**src/rtl/imem_loader_pkg.sv**
```systemverilog
// imem_loader_pkg: shared state encoding and memory constants for the boot loader
package imem_loader_pkg;
   typedef enum logic [2:0] {IDLE, LEN, DATA, WRITE, DONE, ERR} state_t;
   localparam logic [31:0] NOP_INSTR  = 32'h00000013;
   localparam int          IMEM_DEPTH = 1024;
endpackage

```
**src/rtl/imem_loader_byte_assembler.sv**
```systemverilog
// byte_assembler: gathers four bytes into a little-endian 32-bit word
module byte_assembler
   import imem_loader_pkg::*;
(
   input  logic        clk,
   input  logic        rst_n,
   input  logic        clr,
   input  logic        byte_en,
   input  logic [7:0]  byte_in,
   output logic [31:0] word,
   output logic        word_done
);
   logic [1:0]  r_idx;
   logic [31:0] r_shift;
   // the incoming byte lands on top so the first byte ends up in bits [7:0]
   assign word      = {byte_in, r_shift[31:8]};
   assign word_done = byte_en && (r_idx == 2'd3);
   // byte index and partial word; the index wraps 3->0 on its own
   always_ff @(posedge clk or negedge rst_n) begin
      if (!rst_n) begin
         r_idx   <= '0;
         r_shift <= '0;
      end else if (clr) begin
         r_idx   <= '0;
         r_shift <= '0;
      end else if (byte_en) begin
         r_idx   <= r_idx + 2'd1;
         r_shift <= word;
      end
   end
endmodule

```
**src/rtl/imem_loader.sv**
```systemverilog
// imem_loader: streams a length-prefixed image into imem and releases the core once complete
module imem_loader
   import imem_loader_pkg::*;
#(
   parameter int DEPTH = IMEM_DEPTH,
   parameter int CNT_W = 11
)(
   input  logic             clk,
   input  logic             rst_n,
   input  logic             start,
   input  logic [7:0]       rx_data,
   input  logic             rx_valid,
   output logic             rx_ready,
   output logic             we,
   output logic [31:0]      waddr,
   output logic [31:0]      wdata,
   output logic             busy,
   output logic             done,
   output logic             error,
   output logic [CNT_W-1:0] word_count,
   output logic             cpu_rst_n
);
   state_t           r_state;
   logic [CNT_W-1:0] r_len;
   logic             w_idle;
   logic             w_clr;
   logic             w_byte_en;
   logic [31:0]      w_word;
   logic             w_word_done;
   logic             w_bad_len;
   logic [CNT_W-1:0] w_next;

   assign w_idle    = (r_state == IDLE) || (r_state == DONE) || (r_state == ERR);
   assign w_clr     = start && w_idle;
   assign w_byte_en = rx_valid && rx_ready;
   assign w_bad_len = (w_word == 32'd0) || (w_word > 32'(DEPTH));
   assign w_next    = word_count + CNT_W'(1);

   byte_assembler u_asm (
      .clk       (clk),
      .rst_n     (rst_n),
      .clr       (w_clr),
      .byte_en   (w_byte_en),
      .byte_in   (rx_data),
      .word      (w_word),
      .word_done (w_word_done)
   );

   // session FSM; every output is registered and updated alongside the state
   always_ff @(posedge clk or negedge rst_n) begin
      if (!rst_n) begin
         r_state    <= IDLE;
         r_len      <= '0;
         rx_ready   <= 1'b0;
         we         <= 1'b0;
         waddr      <= '0;
         wdata      <= '0;
         busy       <= 1'b0;
         done       <= 1'b0;
         error      <= 1'b0;
         word_count <= '0;
         cpu_rst_n  <= 1'b0;
      end else begin
         we <= 1'b0;
         case (r_state)
            IDLE, DONE, ERR: if (start) begin
               r_state    <= LEN;
               r_len      <= '0;
               rx_ready   <= 1'b1;
               busy       <= 1'b1;
               done       <= 1'b0;
               error      <= 1'b0;
               word_count <= '0;
               cpu_rst_n  <= 1'b0;
            end
            LEN: if (w_word_done) begin
               if (w_bad_len) begin
                  r_state  <= ERR;
                  rx_ready <= 1'b0;
                  busy     <= 1'b0;
                  error    <= 1'b1;
               end else begin
                  r_state <= DATA;
                  r_len   <= w_word[CNT_W-1:0];
               end
            end
            DATA: if (w_word_done) begin
               r_state  <= WRITE;
               rx_ready <= 1'b0;
               we       <= 1'b1;
               waddr    <= {{(30-CNT_W){1'b0}}, word_count, 2'b00};
               wdata    <= w_word;
            end
            WRITE: begin
               word_count <= w_next;
               if (w_next == r_len) begin
                  r_state   <= DONE;
                  busy      <= 1'b0;
                  done      <= 1'b1;
                  cpu_rst_n <= 1'b1;
               end else begin
                  r_state  <= DATA;
                  rx_ready <= 1'b1;
               end
            end
            default: r_state <= IDLE;
         endcase
      end
   end
endmodule

```
**config.mk**
```make
export PLATFORM = sky130hd
export DESIGN_NAME = imem_loader
export DESIGN_NICKNAME = d
export VERILOG_FILES = /design/src/rtl/imem_loader_pkg.sv /design/src/rtl/imem_loader_byte_assembler.sv /design/src/rtl/imem_loader.sv
export SDC_FILE = /design/constraint.sdc
export NUM_CORES = 1
export LEC_CHECK = 0
export ABC_AREA = 1
export CORE_MARGIN = 4
export CORE_UTILIZATION = 50
export DETAILED_ROUTE_END_ITERATION = 10
export PLACE_DENSITY = 0.8
export SETUP_SLACK_MARGIN = 0.1
export SYNTH_ARGS = -nofsm -noshare
export SYNTH_HDL_FRONTEND = slang
export SYNTH_SLANG_ARGS = --single-unit
```
**constraint.sdc**
```tcl
create_clock -name clk -period 1.8 [get_ports clk]
set_input_delay 0.54 -clock clk [delete_from_list [all_inputs] [get_ports clk]]
set_output_delay 0.54 -clock clk [all_outputs]
set_load 0.02 [all_outputs]
```
# Word level (Yosys, flattened, before mapping)
# Index checks and enable logic that the tools add are counted.
totals:
  out_inout_bits: 81
  reg_bits: 107
op_classes:
  reduce_logical: 22
  n_addsub: 2
  magnitude_cmp: 1
  n_eq_ne: 14
  n_mux: 31
ops:
  columns: ["cell", "count"]
  rows:
  - ["$mux 32", 2]
  - ["$pmux 11 s2", 2]
  - ["$mux 11", 3]
  - ["$gt 32x11->1 const B", 1]
  - ["$logic_not 32->1", 1]
  - ["$mux 3", 5]
  - ["$mux 1", 12]
  - ["$pmux 3 s4", 1]
  - ["$add 11x1->11 const B", 1]
  - ["$eq 11x11->1", 1]
  - ["$ne 2x2->1 const B", 5]
  - ["$reduce_and 4->1", 2]
  - ["$eq 3x2->1 const B", 2]
  - ["$eq 3x3->1 const B", 2]
  - ["$reduce_and 3->1", 2]
  - ["$reduce_and 6->1", 1]
  - ["$reduce_bool 2->1", 3]
  - ["$reduce_and 5->1", 1]
  - ["$mux 2", 2]
  - ["$ne 2x1->1 const B", 2]
  - ["$pmux 1 s2", 2]
  - ["$pmux 1 s4", 1]
  - ["$reduce_and 2->1", 2]
  - ["$reduce_bool 4->1", 1]
  - ["other kinds (9)", 13]

# Depth between registers and ports, before layout
depth:
  depth_word: 5
  mapped_depth: 14
  mapped_depth_nobuf: 14

# Cells and area by module
# Synthesis repeated with hierarchy kept, for this count alone.
unflattened:
  cells_unflattened: 602
  area_unflattened_um2: 4932.2
by_module_without_submodules:
  columns: ["module", "n_inst", "area_each_um2", "cells_per_inst", "seq_area_each_um2"]
  rows:
  - ["imem_loader", 1, 3667.3, 477, 1826.8]
  - ["byte_assembler", 1, 1265.0, 125, 650.6]

# Least setup slack after synthesis
# OpenSTA, ideal clock, no wires.
synth_timing:
  kind: "register to register"
  from: "register word_count[0]"
  to: "register busy"
  stages_incl_launch_ff: 13
  period_less_slack_ns: 1.810
  setup_slack_ns: -0.010
  t_required_ns: 1.679
  arrival_time_ns: 1.690
  path_buffers: 0
  path_cell_list: "dfrtp_1 > ha_1 > nand2_2 > nor2_4 > nand3_2 > nand2_1 > nand3_1 > nand2_1 > nand3_1 > o21ai_2 > nand2_1 > nand2_1 > nand2_1"
synth_via:
  elab_chain_cells: 4
synth_rtl:
  columns: ["element", "line", "source"]
  rows:
  - ["start, declared", "imem_loader.sv:20", "output logic [CNT_W-1:0] word_count,"]
  - ["start signal, assigned", "imem_loader.sv:95", "word_count <= w_next;"]
  - ["$add 11x1->11", "imem_loader.sv:37", "assign w_next = word_count + CNT_W'(1);"]
  - ["$eq 11x11->1", "imem_loader.sv:96", "if (w_next == r_len) begin"]
  - ["$ne 2x2->1 (no source line)", null, null]
  - ["$reduce_and 5->1 (no source line)", null, null]
  - ["end signal, assigned", "imem_loader.sv:58", "busy <= 1'b0;"]
  - ["end signal, assigned", "imem_loader.sv:70", "busy <= 1'b1;"]
  - ["end signal, assigned", "imem_loader.sv:98", "busy <= 1'b0;"]
  - ["end, declared", "imem_loader.sv:17", "output logic busy,"]
# Every way passes these cells.
# A chain may end at the register's enable or synchronous reset.

# Final worst setup path
layout_timing:
  from: "register word_count[1]"
  to: "register rx_ready"
layout_via:
  elab_chain_cells: 4
layout_rtl:
  columns: ["element", "line", "source"]
  rows:
  - ["$add 11x1->11", "imem_loader.sv:37", null]
  - ["$eq 11x11->1", "imem_loader.sv:96", null]
  - ["$ne 2x2->1 (no source line)", null, null]
  - ["$reduce_and 6->1 (no source line)", null, null]
  - ["end signal, assigned", "imem_loader.sv:54", "rx_ready <= 1'b0;"]
  - ["end signal, assigned", "imem_loader.sv:89", "rx_ready <= 1'b0;"]
  - ["end signal, assigned", "imem_loader.sv:103", "rx_ready <= 1'b1;"]
  - ["end, declared", "imem_loader.sv:13", "output logic rx_ready,"]
# Every way passes these cells.

==> impl_results.md <==
* R2R cell count at 14
* Worst Skew at approximately 0.023 ns
* Critical path arrival at 2.34 ns
* CP bufs+invs at 1
* GR Util All Layers at a little under a quarter
* Async S/R FF share, synth at 100.0%
* Post-synth EDFFs at 0
* Synth top cells by count: nand2_1 (141), dfrtp_1 (99), inv_1 (99)
* CTS tree: yes
* Clock power share at between 20% and 30%
* Synth top area cells: dfrtp_1 (50%), nand2_1 (11%), inv_1 (7.6%)
* Die Span Y at between 100 and 150 µm
* Nets at 733
* Fin util at 69.58%
* Met3 usage at 5.539%
* Layout Cells excl Fill at around 850
* Full die area at 0.01146 mm²
* Area growth syn-to-layout at 33.50%
* Synth Warn # at 0
* Max VDD drop at 703.4 µV
* RSZ-0062 raised after global routing: true
* Met1 usage in global routing at around 28%
* Total Routed Length at 13740 µm
* # diodes at 0
* HPWL Detailed at between 8000 and 9000 µm
* Setup violations, final at 11
* Clk slew on worst S/H paths at 0.13 ns
* Final Hold Viols at 0
* Sequential power share at between 30% and 40%
* Max Root-Sink Buffers at 2
* Largest family of logic cells by synthesized area: simple AND/OR/NAND/NOR gates
* Post-Syn Area at 0.004907 mm²
* Initial antenna violation count at 0
* Crit-path cells: ha_4 > inv_1 > nand2_1 > nand2_1 > nand2_1 > nand2_2 > nand3_2 > nor2_2 > nand2_1 > nor2_2 > nand3_2 > nand2_1 > nand2_1 > nand2_1
* Main synth FF type: dfrtp_1
* Combinational cell fraction of total power at between 30% and 40%
* Total CTS buffers at 9
* Int Power at 4241 µW
* Initial Utilization at a little over half
* FF-to-FF Start: word_count[1]
* Synth Area in Compound Gates at a little under an eighth
* CTS H-tree lvls at 3
* Critical Path Max Stage Delay at 0.47 ns
* Core ar. at 0.009415 mm²
* Count leader, synth: nand2_1
* # IOs at 93
* Final setup margin at -0.2191 ns
* CP Capture Type: flip-flop
* Tightest Hold Check Type: in2async
* Sw Ratio at between 30% and 40%
* Largest net degree at the start of global routing at 50
* Top delay family on crit path: simple AND/OR/NAND/NOR gates
* Cts hold-fix bufs at 0
* DIE WIDTH at 107.1 µm
* Post-Synth Simple-Gate Area at 24.20%
* Root Buffer: clkbuf_8
* CTS Sinks at 99
* Outcome: finished, violations left
* Number of cells after detailed placement at 818
* CP Data Required Time at 2.12 ns
* Share of layout cells above drive strength 1 at 24.31%
* DRC Markers at 0
* CP Max Fanout at 4
* Final-report max-slew violation count at 0
* Met2 Track Usage GR at around 40%
* Fillers at between 600 and 700
* DR pass1 iterations at 5
* GP Congestion at 0.8819
* Worst-skew pair later-pin latency at a little under 0.4 ns
* Total global routing overflow at 0
* Worst Setup SP: word_count[1]
* Max-cap viol count at 0
* FF-to-FF End: rx_ready
* Kind of critical path: reg2reg
* Crit path time final at roughly 2.0 ns
* Via count of the first global-routing pass at ~4500
* Final ANT Viol Nets at 0
* Post-synthesis sequential area ratio at 50.48%
* Synth Register Bits at 99
* Routed len/inst at ~16 µm
* Drt via density at 5.313
* Failing checks: setup timing
* CP Depth at 14
* Critical path's most frequent cell: nand2_1
* Synth Instances at 613
* Post-Synth XOR/XNOR Area at 0.1785%
* Slowest-stage cell, CP: dfrtp_2
* Post-Synth Adder-Cell Area at 0.5099%
* Leakage at roughly 0.0036 µW
* Fmax at between 0.4 and 0.5 GHz
* Synth unique cells at 29
* Worst Setup EP: rx_ready
* Post-synth top area cell: dfrtp_1
* DRT iter0 DRCs at 258
* Worst R2R Setup Slack at -0.22 ns
* Pwr dens at 1078 mW/mm²
* Final Cycle Share at 112.2%
* Sw power at 2819 µW
* CP startpoint kind: flip-flop
* DR vias at 4532
* Top-area cell type share of the netlist area at 50.48%
* Cell row count at 35
* Proportion of synthesized area in mux cells at 0%
* GR peak layer: met2
* Average cell area after synthesis at roughly 8 µm²
* PortBufs at 71
* First-pass GRT wire length at 21180 µm
[state kept, by name, indices dropped and copies added (netlist names)]
signal         flops
u_asm.r_idx        2
wdata             32
word_count        11
cpu_rst_n          1
we                 1
r_state            3
r_len             11
u_asm.r_shift     24
error              1
waddr             11
rx_ready           1
busy               1
[power by group through the flow]
| stage | logic [µW] | clock network [µW] | registers, µW |
|---|---|---|---|
| 2_1_floorplan | 1230 | 0 | 2710 |
| 3_3_place_gp | 1810 | 0 | 2730 |
| 3_5_place_dp | 1880 | 0 | 2730 |
| 4_1_cts | 2530 | 1540 | 2690 |
| 5_1_grt | 3030 | 1650 | 2750 |
| 6_report | 2790 | 1540 | 2730 |
[routing by layer]
| metal | routed length [µm] | share of wire [%] | vias to the layer above |
|---|---|---|---|
| li1 | - | - | 2120 |
| met1 | 5445 | 40 | 2160 |
| met2 | 6885 | 50 | 201 |
| met3 | 902 | 6.6 | 51 |
| met4 | 507 | 3.7 | 0 |
| met5 | 0 | 0 | - |
[logic make-up after synthesis]
logic type | count (synthesis)
xor gates and xnor gates | 1
and+or+nand+nor | 262
DFF | 99
other | 1
AOI/OAI and AO/OA | 102
adders and majority gates | 2
buffers and inverters | 146
[layout make-up]
type,count,area (µm²),share of cell area [%]
timing repair buffer,117,1139,17.38
clock buffer,9,123.9,1.891
sequential,99,2486,37.95
tap,129,161.4,2.464
inverter,104,397.9,6.073
multi-input combinational,388,2147,32.77
clock inverter,7,96.34,1.471
[worst min-delay path by stage]
stage	end	slack [ns]	from	cells past startpoint
after global routing	wdata[10]	0.11	rst_n	1
final	wdata[10]	0.09	rst_n	1
after global placement	waddr[10]	0.46	waddr[10]	2
after CTS	u_asm.r_shift[20]	0.09	rst_n	1
after detailed placement	busy	0.47	busy	2
after floorplan	busy	0.24	rst_n	0
[cells in the final DEF (no fill, tap or decap), drive strengths merged]
cell | synthesis | final
nand2 | 149 | 149
inv | 104 | 108
dfrtp | 99 | 99
o21ai | 69 | 69
nor2 | 59 | 59
buf | 34 | 51
dlygate4sd2 | 0 | 44
nand3 | 42 | 42
a31oi | 26 | 26
conb | 1 | 21
clkbuf | 8 | 16
clkdlybuf4s15 | 0 | 9
nand4 | 7 | 7
clkdlybuf4s50 | 0 | 6
o22ai | 5 | 5
clkinv | 0 | 3
nand3b | 2 | 2
or2 | 2 | 2
ha | 2 | 2
nor3 | 1 | 1
o21bai | 1 | 1
a21oi | 1 | 1
xor2 | 1 | 1
[stage by stage]
step	hold slack, ns	TNS (ns)	worst slack (ns)	power, µW	area (µm²)
2_1_floorplan	0.2444	0	0.1352	3932	5002
3_3_place_gp	0.4646	-12.79	-0.2858	4536	5919
3_5_place_dp	0.4697	-18.09	-0.3680	4617	5919
4_1_cts	0.09098	-0.007771	-0.007771	6755	6404
5_1_grt	0.1053	-2.174	-0.2655	7424	6551
6_report	0.08876	-0.7754	-0.2191	7060	6551
[repair_timing]
action                     4_1_cts  5_1_grt
resized for setup              141       64
setup endpoints to repair       78       36
pin swaps                       15       31
hold endpoints to repair         0        0
cloned                           3        0
setup buffers                   12        4
(Power assumes the default switching activity.)
